$ cat src/rtl/fetch_stage_pkg.sv
// Shared constants and types for the instruction-fetch stage.
package fetch_stage_pkg;

    localparam int          XLEN         = 32;
    localparam logic [31:0] DEF_RESET_PC = 32'h0000_0000;
    localparam logic [31:0] DEF_NOP_INSN = 32'h0000_0013;  // addi x0,x0,0
    localparam logic [1:0]  IF_QDEPTH    = 2'd2;           // fetch queue / tag queue depth

    // One buffered instruction: where it came from and what it is.
    typedef struct packed {
        logic [31:0] pc;
        logic [31:0] insn;
    } fetch_entry_t;

    // Fetch addresses are always word aligned; low two bits are discarded.
    function automatic logic [31:0] word_align(input logic [31:0] a);
        return {a[31:2], 2'b00};
    endfunction

endpackage

$ cat src/rtl/fetch_stage_if.sv
// Instruction-memory port: valid/ready request, valid-only in-order response.
//   A request transfers on a clock edge where req && ready are both high.
//   Once req is high, addr holds until that transfer (a redirect may change it).
//   A response transfers on any edge where rvalid is high; there is no back-pressure.
interface fetch_stage_if;
    import fetch_stage_pkg::*;

    logic            req;
    logic [XLEN-1:0] addr;
    logic            ready;
    logic            rvalid;
    logic [XLEN-1:0] rdata;

    modport master (output req, output addr, input ready, input rvalid, input rdata);
    modport slave  (input req, input addr, output ready, output rvalid, output rdata);

endinterface

$ cat src/rtl/fetch_fifo.sv
// Two-entry synchronous FIFO with push, pop and clear. Pop of an empty FIFO and
// push into a full FIFO without a simultaneous pop are ignored; clear wins over both.
module fetch_fifo
    import fetch_stage_pkg::*;
#(
    parameter int W = 64
) (
    input  logic         clk,
    input  logic         rst,
    input  logic         clear,
    input  logic         push,
    input  logic         pop,
    input  logic [W-1:0] din,
    output logic [W-1:0] dout,
    output logic [1:0]   cnt,
    output logic         full,
    output logic         empty
);

    logic [W-1:0] mem [2];
    logic         wr_ptr;
    logic         rd_ptr;
    logic         do_push;
    logic         do_pop;

    assign full    = (cnt == IF_QDEPTH);
    assign empty   = (cnt == 2'd0);
    assign do_pop  = pop && !empty;
    assign do_push = push && (!full || do_pop);
    assign dout    = mem[rd_ptr];

    // Pointer and occupancy bookkeeping.
    always_ff @(posedge clk or negedge rst) begin
        if (!rst) begin
            wr_ptr <= 1'b0;
            rd_ptr <= 1'b0;
            cnt    <= 2'd0;
        end else if (clear) begin
            wr_ptr <= 1'b0;
            rd_ptr <= 1'b0;
            cnt    <= 2'd0;
        end else begin
            if (do_push) wr_ptr <= ~wr_ptr;
            if (do_pop)  rd_ptr <= ~rd_ptr;
            cnt <= cnt + {1'b0, do_push} - {1'b0, do_pop};
        end
    end

    // Storage; contents are only meaningful while counted, so no reset is needed.
    always_ff @(posedge clk) begin
        if (do_push && !clear) mem[wr_ptr] <= din;
    end

endmodule

$ cat src/rtl/fetch_stage.sv
// IF stage: owns the fetch PC, issues credit-limited requests to instruction
// memory, buffers returned words, and loads the IF/ID register (or a bubble).
module fetch_stage
    import fetch_stage_pkg::*;
#(
    parameter logic [31:0] RESET_PC = DEF_RESET_PC,
    parameter logic [31:0] NOP_INSN = DEF_NOP_INSN
) (
    input  logic                 clk,
    input  logic                 rst,
    input  logic                 keep,
    input  logic                 flush,
    input  logic [31:0]          redirect_pc,
    fetch_stage_if.master        imem,
    output logic [31:0]          PC_pype0,
    output logic [31:0]          PCp4_pype0,
    output logic [31:0]          Instraction_pype,
    output logic                 if_bubble
);

    logic [31:0]  pc_q;
    logic [1:0]   drop_q;

    // Data queue signals
    fetch_entry_t q_head;
    logic [1:0]   q_cnt;
    logic         q_full;
    logic         q_empty;
    logic         q_pop;
    logic         resp_push;

    // In-flight tag queue signals; its occupancy is the outstanding count.
    logic [31:0]  tag_pc;
    logic [1:0]   outst;
    logic         tag_full;
    logic         tag_empty;
    logic         tag_pop;

    logic         accept;
    logic [1:0]   occ;
    logic [1:0]   drop_after_flush;

    // A redirect clears the queue instead of popping it; keep freezes pops.
    assign q_pop   = !flush && !keep && !q_empty;
    assign tag_pop = imem.rvalid && !tag_empty;

    // A response is kept only if nothing remains to be discarded and no redirect
    // is clearing the queue on this same edge.
    assign resp_push = tag_pop && (drop_q == 2'd0) && !flush;

    // Slots claimed after this edge's pop; requests are issued only while one is free,
    // so buffered plus in-flight words never exceed the queue depth.
    assign occ = q_cnt + outst - {1'b0, q_pop};

    // The two FIFO guards are implied by the credit check; they make overrun impossible.
    assign imem.req  = rst && (occ < IF_QDEPTH) && !tag_full && !(q_full && !q_pop);
    assign imem.addr = pc_q;
    assign accept    = imem.req && imem.ready;

    // Requests still in flight once a redirect edge has passed: those already out,
    // plus one accepted now, minus one whose response lands now.
    assign drop_after_flush = outst + {1'b0, accept} - {1'b0, tag_pop};

    fetch_fifo #(.W(64)) u_data_q (
        .clk   (clk),
        .rst   (rst),
        .clear (flush),
        .push  (resp_push),
        .pop   (q_pop),
        .din   ({tag_pc, imem.rdata}),
        .dout  (q_head),
        .cnt   (q_cnt),
        .full  (q_full),
        .empty (q_empty)
    );

    // Tags are never cleared: discarded responses still have to retire their tag
    // so later responses line up with the right pc.
    fetch_fifo #(.W(32)) u_tag_q (
        .clk   (clk),
        .rst   (rst),
        .clear (1'b0),
        .push  (accept),
        .pop   (tag_pop),
        .din   (pc_q),
        .dout  (tag_pc),
        .cnt   (outst),
        .full  (tag_full),
        .empty (tag_empty)
    );

    // Fetch PC: jump on redirect, otherwise advance only when a request is taken.
    always_ff @(posedge clk or negedge rst) begin
        if (!rst) begin
            pc_q <= RESET_PC;
        end else if (flush) begin
            pc_q <= word_align(redirect_pc);
        end else if (accept) begin
            pc_q <= pc_q + 32'd4;
        end
    end

    // Count of stale responses to throw away after a redirect.
    always_ff @(posedge clk or negedge rst) begin
        if (!rst) begin
            drop_q <= 2'd0;
        end else if (flush) begin
            drop_q <= drop_after_flush;
        end else if (tag_pop && (drop_q != 2'd0)) begin
            drop_q <= drop_q - 2'd1;
        end
    end

    // IF/ID register: redirect, then hold, then queue head, else a bubble.
    always_ff @(posedge clk or negedge rst) begin
        if (!rst) begin
            PC_pype0         <= RESET_PC;
            PCp4_pype0       <= RESET_PC + 32'd4;
            Instraction_pype <= NOP_INSN;
            if_bubble        <= 1'b1;
        end else if (flush) begin
            Instraction_pype <= NOP_INSN;
            if_bubble        <= 1'b1;
        end else if (keep) begin
            Instraction_pype <= Instraction_pype;
        end else if (!q_empty) begin
            PC_pype0         <= q_head.pc;
            PCp4_pype0       <= q_head.pc + 32'd4;
            Instraction_pype <= q_head.insn;
            if_bubble        <= 1'b0;
        end else begin
            Instraction_pype <= NOP_INSN;
            if_bubble        <= 1'b1;
        end
    end

endmodule

$ cat src/flat_wrapper.sv
// flat-port wrapper written by rule: the top's interface ports become plain ports
module fetch_stage_flat import fetch_stage_pkg::*;
#(
    parameter logic [31:0] RESET_PC = DEF_RESET_PC,
    parameter logic [31:0] NOP_INSN = DEF_NOP_INSN
)
  (clk, rst, keep, flush, redirect_pc, PC_pype0, PCp4_pype0, Instraction_pype, if_bubble, imem_req, imem_addr, imem_ready, imem_rvalid, imem_rdata);
  fetch_stage_if imem_i ();
  input  logic clk;
  input  logic rst;
  input  logic keep;
  input  logic flush;
  input  logic [31:0] redirect_pc;
  output logic [31:0] PC_pype0;
  output logic [31:0] PCp4_pype0;
  output logic [31:0] Instraction_pype;
  output logic if_bubble;
  output wire logic [$bits(imem_i.req)-1:0] imem_req;
  output wire logic [$bits(imem_i.addr)-1:0] imem_addr;
  input wire logic [$bits(imem_i.ready)-1:0] imem_ready;
  input wire logic [$bits(imem_i.rvalid)-1:0] imem_rvalid;
  input wire logic [$bits(imem_i.rdata)-1:0] imem_rdata;
  assign imem_req = imem_i.req;
  assign imem_addr = imem_i.addr;
  assign imem_i.ready = imem_ready;
  assign imem_i.rvalid = imem_rvalid;
  assign imem_i.rdata = imem_rdata;
  fetch_stage #(.RESET_PC(RESET_PC), .NOP_INSN(NOP_INSN)) u_core (.clk(clk), .rst(rst), .keep(keep), .flush(flush), .redirect_pc(redirect_pc), .imem(imem_i), .PC_pype0(PC_pype0), .PCp4_pype0(PCp4_pype0), .Instraction_pype(Instraction_pype), .if_bubble(if_bubble));
endmodule
$ cat config.mk
export PLATFORM = sky130hd
export DESIGN_NAME = fetch_stage_flat
export DESIGN_NICKNAME = d
export VERILOG_FILES = /design/src/rtl/fetch_stage_pkg.sv /design/src/rtl/fetch_stage_if.sv /design/src/rtl/fetch_fifo.sv /design/src/rtl/fetch_stage.sv /design/src/flat_wrapper.sv
export SDC_FILE = /design/constraint.sdc
export NUM_CORES = 1
export LEC_CHECK = 0
export BUFFER_PORTS_ARGS = -buffer_cell sky130_fd_sc_hd__buf_4
export CAP_MARGIN = 40
export CORE_ASPECT_RATIO = 1.5
export CORE_MARGIN = 2
export CORE_UTILIZATION = 39
export DETAILED_ROUTE_END_ITERATION = 8
export GPL_TIMING_DRIVEN = 0
export PLACE_DENSITY_LB_ADDON = 0.2
export SYNTH_ARGS = -nofsm -noshare
export SYNTH_HDL_FRONTEND = slang
export SYNTH_SLANG_ARGS = --single-unit
$ cat constraint.sdc
create_clock -name clk -period 5.9 [get_ports clk]
set_clock_uncertainty 0.1 [all_clocks]
set_input_delay 0.295 -clock clk [delete_from_list [all_inputs] [get_ports clk]]
set_output_delay 0.295 -clock clk [all_outputs]
set_load 0.05 [all_outputs]
# Word level (Yosys, flattened, before mapping)
# Memory sizes are Yosys's and may differ from the RTL's.
# Index checks and enable logic that the tools add are counted.
dict set report classes {
  bitwise 7
  n_addsub 11
  n_reduce_logical 35
  magnitude_cmp 1
  mux 19
  eq_ne 3
}
# op count
set op_table {}
lappend op_table {{32-bit 2-to-1 mux} 5}
lappend op_table {{32-bit by 3-bit adder with 32-bit output, second input constant} 2}
lappend op_table {{1-bit logical AND} 16}
lappend op_table {{1-bit 2-to-1 mux} 11}
lappend op_table {{2-bit nonzero test} 5}
lappend op_table {{1-bit zero test} 8}
lappend op_table {{2-bit by 1-bit subtractor with 2-bit output} 4}
lappend op_table {{1-bit NOT} 7}
lappend op_table {{2-bit by 1-bit adder with 2-bit output} 3}
lappend op_table {{2-bit zero test} 3}
lappend op_table {{2-bit 2-to-1 mux} 3}
lappend op_table {{2-bit == test, second input constant} 2}
lappend op_table {{3-bit AND reduction} 1}
lappend op_table {{2-bit adder} 1}
lappend op_table {{1-bit logical OR} 2}
lappend op_table {{2-bit less-than comparator, second input constant} 1}
lappend op_table {{2-bit by 1-bit != test with 1-bit output, second input constant} 1}
lappend op_table {{2-bit by 1-bit subtractor with 2-bit output, second input constant} 1}
dict set report word_totals {
  mem_bits_rw 192
  elab_cells 90
  in_bits 70
  ff_bits 139
  output_inout_bits 130
  mem_count 2
}
# name words width rd rd_ports_with_merged_regs write_ports line_no
set memory_table {}
lappend memory_table {u_core.u_data_q.mem 2 64 1 0 1 fetch_fifo.sv:20} ;# logic [W-1:0] mem [2];
lappend memory_table {u_core.u_tag_q.mem 2 32 1 0 1 fetch_fifo.sv:20}

# Longest topological paths before layout
# Gate-level depths: netlist of the first run.
dict set report depth {
  ltp_word 12
  mapped_depth 18
  ltp_nobuf 14
}

# Hierarchy
# A second synthesis of the first run with hierarchy kept.
dict set report hier_totals {
  cells_unflattened 999
  area_unflattened_um2 13580.5
}
# mod seq_area_each_um2 area_per_inst_um2 cells_each n_inst
set by_module_without_submodules {}
lappend by_module_without_submodules {fetch_stage 3184.3 6128.4 644 1}
lappend by_module_without_submodules {{fetch_fifo (u_core.u_data_q)} 3943.8 4902.2 228 1}
lappend by_module_without_submodules {{fetch_fifo (u_core.u_tag_q)} 2021.9 2549.9 127 1}

# Least setup slack after synthesis of the first run
# Ideal clock, no wire load.
dict set report synth_path {
  path_kind {register to register}
  startpoint {register u_core.u_data_q.cnt[1]}
  endpoint {memory u_core.u_tag_q.mem[0][10], enable pin}
  stages_incl_launch_ff 13
  period_less_slack_ps 4710
  arrival_time_ps 4193
  path_buffers 4
  path_slack_ps 1190
  setup_ps 417
  required_ps 5383
  cell_sequence {dfrtp_1 -> nor2_1 -> or3_1 -> clkbuf_1 -> buf_1 -> clkbuf_1 -> inv_1 -> ha_1 -> nor2b_1 -> xnor3_1 -> or3_1 -> clkbuf_1 -> nor2_1}
}
dict set report synth_between {
  elab_chain_len 12
  word_cells_on_any_way 17
  classes_between {2 x add/sub; 1 x order compare; 1 x eq/ne; 2 x mux; 11 x reduce/logical}
}
# item line_no
set synth_lines {}
lappend synth_lines {{start, declared} fetch_fifo.sv:15} ;# output logic [1:0] cnt,
lappend synth_lines {{start signal, assigned} fetch_fifo.sv:45} ;# cnt <= cnt + {1'b0, do_push} - {1'b0, do_pop};
lappend synth_lines {{parallel branches: the longest is 7 deep, another holds 2-bit adder} --}
lappend synth_lines {{1-bit logical AND *} fetch_stage.sv:56} ;# assign imem.req = rst && (occ < IF_QDEPTH) && !tag_full && !(q_full && !q_pop);
lappend synth_lines {{1-bit logical AND *} fetch_stage.sv:58} ;# assign accept = imem.req && imem.ready;
lappend synth_lines {{1-bit logical AND *} fetch_fifo.sv:29} ;# assign do_push = push && (!full || do_pop);
lappend synth_lines {{1-bit 2-to-1 mux *} fetch_fifo.sv:51} ;# if (do_push && !clear) mem[wr_ptr] <= din;
lappend synth_lines {{1-bit 2-to-1 mux (implied by the code) *} fetch_fifo.sv:51}
lappend synth_lines {{end, declared} fetch_fifo.sv:20}
# Every way passes the cells marked *.

# Final worst setup path of the first run
dict set report layout_path {
  startpoint {register u_core.u_data_q.cnt[1]}
  endpoint {register u_core.drop_q[1]}
}
dict set report layout_between {
  elab_chain_len 12
  word_cells_on_any_way 17
  classes_between {4 x add/sub; 1 x order compare; 1 x eq/ne; 1 x mux; 10 x reduce/logical}
}
# item line_no
set layout_lines {}
lappend layout_lines {{parallel branches: the longest is 7 deep, another holds 2-bit adder} --}
lappend layout_lines {{1-bit logical AND *} fetch_stage.sv:56}
lappend layout_lines {{1-bit logical AND *} fetch_stage.sv:58}
lappend layout_lines {{2-bit by 1-bit adder with 2-bit output *} fetch_stage.sv:62} ;# assign drop_after_flush = outst + {1'b0, accept} - {1'b0, tag_pop};
lappend layout_lines {{2-bit by 1-bit subtractor with 2-bit output *} fetch_stage.sv:62}
lappend layout_lines {{2-bit 2-to-1 mux *} fetch_stage.sv:107} ;# end else if (flush) begin
lappend layout_lines {{end signal, assigned} fetch_stage.sv:108} ;# drop_q <= drop_after_flush;
lappend layout_lines {{end signal, assigned} fetch_stage.sv:110} ;# drop_q <= drop_q - 2'd1;
lappend layout_lines {{end, declared} fetch_stage.sv:22} ;# logic [1:0] drop_q;
# Marks and branches as above.
# A chain may end at the register's enable or synchronous reset.

==> results of run 1 <==
## report_power, final
group | internal (uW) | leakage (uW) | total (uW) | switching [uW]
Combinational | 822 | 0.00284 | 2510 | 1690
Clock | 1030 | 0.000464 | 1850 | 823
Sequential | 2800 | 0.00334 | 3050 | 245
## worst register-to-register path: stages, from the launching register on
cell and delay, ns:
dfrtp_1 0.44, nor2_1 0.16, or3_1 0.14, clkbuf_1 0.37
buf_1 0.56, clkbuf_1 0.61, inv_1 0.15, ha_1 0.31
nor2b_1 0.15, xnor3_1 0.44, or3_1 0.38, clkbuf_1 0.25
ha_1 0.35, inv_1 0.04, ha_1 0.18, xnor2_1 0.17
xnor2_1 0.14, nand2_1 0.07, o21ai_0 0.10
## how the worst max path moves through the flow
stage,to
floorplan,u_core.u_tag_q.mem[0][10]
global placement,u_core.u_tag_q.mem[0][30]
detailed placement,u_core.drop_q[1]
CTS,u_core.drop_q[1]
global route,u_core.drop_q[1]
finish,u_core.drop_q[1]
## per-layer routing
metal  track usage  up-vias  share of wire
li1              -     4290              -
met4        0.0730        0          0.034
met3        0.0237       64          0.044
met1         0.223     4289           0.39
met2         0.352      239           0.53
met5             0        -              0
## repair_timing
| item | in CTS | in global routing |
|---|---|---|
| hold buffers | 64 | 0 |
| endpoints found under the hold margin | 145 | 0 |
| endpoints found under the setup margin | 0 | 0 |
## cell usage after synthesis, types with 6 or more instances
| master | n | area share |
|---|---|---|
| edfxtp_1 | 184 | 0.42 |
| nand2_1 | 140 | 0.040 |
| dfrtp_1 | 128 | 0.24 |
| o21ai_0 | 100 | 0.038 |
| mux2i_1 | 62 | 0.047 |
| nor2_1 | 38 | 0.011 |
| xnor2_1 | 38 | 0.025 |
| mux2_2 | 33 | 0.028 |
| clkbuf_1 | 32 | 0.0091 |
| inv_1 | 21 | 0.0060 |
| nor4_1 | 21 | 0.010 |
| nand3_1 | 17 | 0.0064 |
| nand4_1 | 13 | 0.0062 |
| a21o_1 | 12 | 0.0068 |
| or3_1 | 11 | 0.0052 |
| and3_1 | 10 | 0.0047 |
| ha_1 | 10 | 0.0095 |
| and4_1 | 8 | 0.0053 |
| buf_1 | 8 | 0.0023 |
| buf_2 | 8 | 0.0030 |
| a31oi_1 | 7 | 0.0033 |
| o311ai_0 | 7 | 0.0046 |
| o31ai_1 | 7 | 0.0040 |
| buf_4 | 6 | 0.0034 |
| nor3_1 | 6 | 0.0023 |
## final cells by class
class	instances	area [um^2]	area share
inverter	22	82.6	0.00485
clock inverter	20	134	0.00787
multi-input combinational	614	4020	0.237
buffer	57	278	0.0163
tap	420	526	0.0309
timing repair buffer	264	2300	0.135
clock buffer	36	815	0.0479
sequential	317	8860	0.521
## through the flow
| stage | hold WS [ns] | cell area [um^2] |
|---|---|---|
| floorplan | -0.101 | 13200 |
| global placement | 0.362 | 15200 |
| detailed placement | 0.214 | 15400 |
| CTS | 0.0920 | 17000 |
| global route | 0.159 | 17000 |
| finish | 0.0956 | 17000 |
## registers in the layout, summed over array words and instances, names as in the netlist
| signal | count |
|---|---|
| u_core.PC_pype0 | 30 |
| u_core.if_bubble | 1 |
| u_core.u_tag_q.mem | 60 |
| u_core.u_data_q.rd_ptr | 1 |
| u_core.u_data_q.cnt | 2 |
| u_core.drop_q | 2 |
| u_core.PCp4_pype0 | 30 |
| u_core.u_data_q.mem | 124 |
| u_core.u_tag_q.wr_ptr | 1 |
| u_core.Instraction_pype | 32 |
| u_core.u_tag_q.rd_ptr | 1 |
| u_core.imem.addr | 30 |
| u_core.u_data_q.wr_ptr | 1 |
| u_core.u_tag_q.cnt | 2 |
## cells by family after synthesis
family	count (synthesis)	share of synthesized area
flops	317	0.671
simple gates	293	0.110
compound gates	165	0.0756
mux	96	0.0762
buf+inv	79	0.0273
xor+xnor	44	0.0302
fa+ha+maj	10	0.00948
other cells	1	0.000284
==> impl_metrics.json, run 1 <==
{
  "outcome": "finished clean",
  "drive_above_1_share": 0.238,
  "io_pins": 200,
  "syn-cell-area_um2": 13200,
  "syn_area_per_cell_um2": 13.1,
  "nets": 1386,
  "fmax_mhz": 193,
  "rrSetupSlack_ns": 0.71,
  "synth.distinct_cells": 62,
  "synth-seq-cells": 317,
  "drt_first_pass_iters": 5,
  "period_minus_slack_ns": 5.19,
  "grt_max_degree": 80,
  "rr_worst_depth": 18,
  "finalSetupViolations": 0,
  "antenna_left": 0,
  "globalRouteOverflowTotal": 0,
  "syn_inst": 1005,
  "synth-edff-count": 184,
  "ys.flop_type": "edfxtp_1",
  "relSlewSlack": 0.464,
  "p_per_area_nw_per_um2": 436,
  "total_power_uw": 7410,
  "viasPerCell": 5.08,
  "fill_cells": 2975,
  "place_ws_ns": 0.669,
  "min_path_cells": 3,
  "core_um2": 33300,
  "syn_to_final_growth_pct": 28.9,
  "endpoint_kind": "flip-flop",
  "final_common_cell": "buf_4",
  "place_hpwl_um": 24000,
  "p_leak_uw": 0.00665,
  "cts_setup_buffers": 0,
  "insertedDiodeCount": 0,
  "ctsHtreeMaxLevel": 1,
  "cts.sinks": 317,
  "hold_violations": 0,
  "r2r-end": "u_core.drop_q[1]",
  "instances_no_fill": 1750,
  "rows": 82,
  "io_buffers": 191,
  "grt_pass1_wl_um": 52500,
  "yosys_warnings": 0,
  "first_global_vias": 9352,
  "tightestPinTransition_ns": 0.804,
  "root_buffer": "clkbuf_16",
  "cts_tree": "yes",
  "drc": 0,
  "most-common-layout-cells": "196 x buf_4, 184 x edfxtp_1, 140 x nand2_1",
  "hold_class": "input pin to flip-flop",
  "hold_start": "imem_rvalid",
  "antenna_found_initial": 0,
  "dp_cells": 1630,
  "cts_buffers": 30,
  "crit_chain": "nor2_1 > or3_1 > clkbuf_1 > buf_1 > clkbuf_1 > inv_1 > ha_1 > nor2b_1 > xnor3_1 > or3_1 > clkbuf_1 > ha_1 > inv_1 > ha_1 > xnor2_1 > xnor2_1 > nand2_1 > o21ai_0",
  "worstSetupPathType": "flip-flop to flip-flop",
  "rsz0062_at_grt": "false",
  "post-route-util": 0.510,
  "required_ns": 6.27,
  "grt_usage": 0.190,
  "fin_crit_sh": 0.880,
  "cts.repair.resized": 0,
  "place_congestion": 0.842,
  "clockBufferDepth": 3,
  "crit_slowest_cell": "clkbuf_1",
  "drt-wirelength-per-cell_um": 18.9,
  "dieArea_um2": 35400,
  "num_vias": 8882,
  "yosysSeqAreaShare": 0.671,
  "setup_tns_ns": 0,
  "drv_slew": 0,
  "worst-path-buf-inv": 6,
  "worst_skew_pair.late_latency_ns": 0.56,
  "crit_cells": 18,
  "vdd_ir_drop_max_mv": 0.239,
  "hold_end": "u_core.u_tag_q.rd_ptr",
  "slowest_delay_ns": 0.60,
  "cts.clk_slew.worst_paths_ns": 0.07,
  "die_x_um": 154,
  "crit_start": "u_core.u_data_q.cnt[1]",
  "start_kind": "flip-flop",
  "async_flop_share": 0.420,
  "fp.dieH_um": 229,
  "max-cap-violations": 0,
  "drt_iter0_drc": 474,
  "arrival_ns": 5.56,
  "start_util": 0.396,
  "fin_ws_ns": 0.709,
  "cp_max_fo": 10,
  "r2r-start": "u_core.u_data_q.cnt[1]",
  "cpLargestDelayFamily": "buffers and inverters",
  "wl_um": 33100
}
Power figures use the tool's default switching activity.
==> inputs of run 2 (changes only) <==
==> constraint.sdc (replaced) <==
create_clock -name clk -period 5.9 [get_ports clk]
set_clock_uncertainty 0.1 [all_clocks]
set_input_delay 0.59 -clock clk [delete_from_list [all_inputs] [get_ports clk]]
set_output_delay 0.59 -clock clk [all_outputs]
set_load 0.05 [all_outputs]
==> run 2 against run 1 <==
Cell area shrank 3.7%. Routed wire length shrank 1.4%. Sequential cell count is the same. Via count shrank 2.5%. Fmax shrank 2.3%.
==> impl_metrics.json, run 2 (synthesis gave the netlist of run 1 again) <==
{
  "outcome": "finished clean",
  "cts.sinks": 317,
  "antenna_found_initial": 0,
  "switching_share": 0.373,
  "crit_end": "imem_req",
  "wl_um": 32700,
  "final_common_cell": "buf_4",
  "setup_tns_ns": 0,
  "hold_class": "input pin to flip-flop",
  "fmax_mhz": 188,
  "rsz0062_at_grt": "false",
  "cts_tree": "yes",
  "max-cap-violations": 0,
  "insertedDiodeCount": 0,
  "tightestPinTransition_ns": 0.817,
  "viasPerCell": 5.13,
  "r2r-start": "u_core.u_data_q.cnt[1]",
  "most-common-layout-cells": "196 x buf_4, 184 x edfxtp_1, 140 x nand2_1",
  "first_global_vias": 9157,
  "antenna_left": 0,
  "regMostFlops": "u_core.u_data_q.mem",
  "hold_violations": 0,
  "internal_power_uw": 4630,
  "p_leak_uw": 0.00639,
  "nets": 1323,
  "cts_setup_buffers": 0,
  "io_pins": 200,
  "worst_skew_pair.late_latency_ns": 0.56,
  "ctsHtreeMaxLevel": 1,
  "combPwrFrac": 0.336,
  "io_buffers": 191,
  "arrival_ns": 4.62,
  "rows": 82,
  "post-route-util": 0.491,
  "endpoint_kind": "output port",
  "power.share.clock": 0.251,
  "grt_usage": 0.188,
  "syn_to_final_growth_pct": 24.1,
  "rrSetupSlack_ns": 0.70,
  "drt_iter0_drc": 456,
  "relSlewSlack": 0.456,
  "rr_worst_depth": 18,
  "die_x_um": 154,
  "place_hpwl_um": 24000,
  "cts.clk_slew.worst_paths_ns": 0.07,
  "crit_start": "u_core.u_data_q.cnt[1]",
  "switchingPower_uw": 2760,
  "cp_max_fo": 10,
  "drt_first_pass_iters": 4,
  "p_per_area_nw_per_um2": 450,
  "required_ns": 5.21,
  "finalSetupViolations": 0,
  "postCtsHoldBufs": 1,
  "globalRouteOverflowTotal": 0,
  "drc": 0,
  "start_util": 0.396,
  "fin_crit_sh": 0.900,
  "dieArea_um2": 35400,
  "r2r-end": "u_core.drop_q[1]",
  "clockBufferDepth": 3,
  "place_congestion": 0.842,
  "cts_buffers": 30,
  "hold_slack_ns": 0.115,
  "vdd_ir_drop_max_mv": 0.241,
  "largest_reg_flops": 124,
  "num_vias": 8660,
  "worstSetupPathType": "flip-flop to output port",
  "grt_pass1_wl_um": 51700,
  "period_minus_slack_ns": 5.31,
  "grt_max_degree": 80,
  "drt-wirelength-per-cell_um": 19.4,
  "fp.dieH_um": 229,
  "root_buffer": "clkbuf_16",
  "fill_cells": 3007,
  "core_um2": 33300,
  "reg.largest.list": "u_core.u_data_q.mem (124), u_core.u_tag_q.mem (60), u_core.Instraction_pype (32)",
  "cts.repair.resized": 0,
  "seq_power_share": 0.413,
  "drv_slew": 0,
  "start_kind": "flip-flop",
  "drive_above_1_share": 0.249
}
run 2: cell types whose count changed in the layout (fill, tap and decap cells not counted):
cell,change
dlygate4sd3_1,-63
run 2: through the flow:
stage	cell area (um^2)	total power (uW)	setup slack, ns	cells
2_1_floorplan	13200	4720	1.17	1010
3_3_place_gp	15200	5530	-0.824	1621
3_5_place_dp	15400	5600	0.526	1630
4_1_cts	16400	7470	0.519	1687
5_1_grt	16400	7750	0.232	1687
6_report	16400	7380	0.588	1687
run 2: worst max-delay path: stages, from the launching register on:
cell,delay (ns)
dfrtp_1,0.44
nor2_1,0.16
or3_1,0.14
clkbuf_1,0.37
buf_1,0.56
clkbuf_1,0.61
inv_1,0.15
ha_1,0.31
nor2b_1,0.15
xnor3_1,0.44
clkbuf_1,0.29
nor2_1,0.20
buf_4,0.23
run 2: how the worst min path moves through the flow:
stage / from / end / slack, ns / cells after the start
after floorplan: rst / u_core.Instraction_pype[10] / 0.19 / 0
after global placement: u_core.Instraction_pype[7] / u_core.Instraction_pype[7] / 0.36 / 2
after detailed placement: u_core.PC_pype0[15] / u_core.PC_pype0[15] / 0.37 / 1
after CTS: imem_rdata[25] / u_core.u_data_q.mem[0][25] / 0.08 / 1
after global routing: imem_rdata[25] / u_core.u_data_q.mem[0][25] / 0.08 / 1
final: imem_rdata[18] / u_core.u_data_q.mem[0][18] / 0.11 / 1
run 2: final cells by class:
type                    count  area [um^2]  area share
well taps                 420          526      0.0321
clock inverters            20          134     0.00817
clock buffers              36          815      0.0497
multi-input cells         614         4020       0.246
plain buffers              57          278      0.0170
repair buffers            201         1670       0.102
inverters                  22         82.6     0.00504
flip-flops and latches    317         8860       0.541
run 2: power groups by stage:
stage / Combinational, uW / Sequential, uW / Clock, uW
2_1_floorplan: 836 / 3890 / 0
3_3_place_gp: 2450 / 3080 / 0
3_5_place_dp: 2510 / 3100 / 0
4_1_cts: 2510 / 3050 / 1910
5_1_grt: 2660 / 3100 / 2000
6_report: 2480 / 3050 / 1850
run 2: routing by layer:
metal	routed length [um]	global-route usage	up-vias
met2	17300	0.345	223
met5	0	0	-
li1	-	-	4157
met3	1390	0.0257	63
met4	1130	0.0730	0
met1	12800	0.220	4217
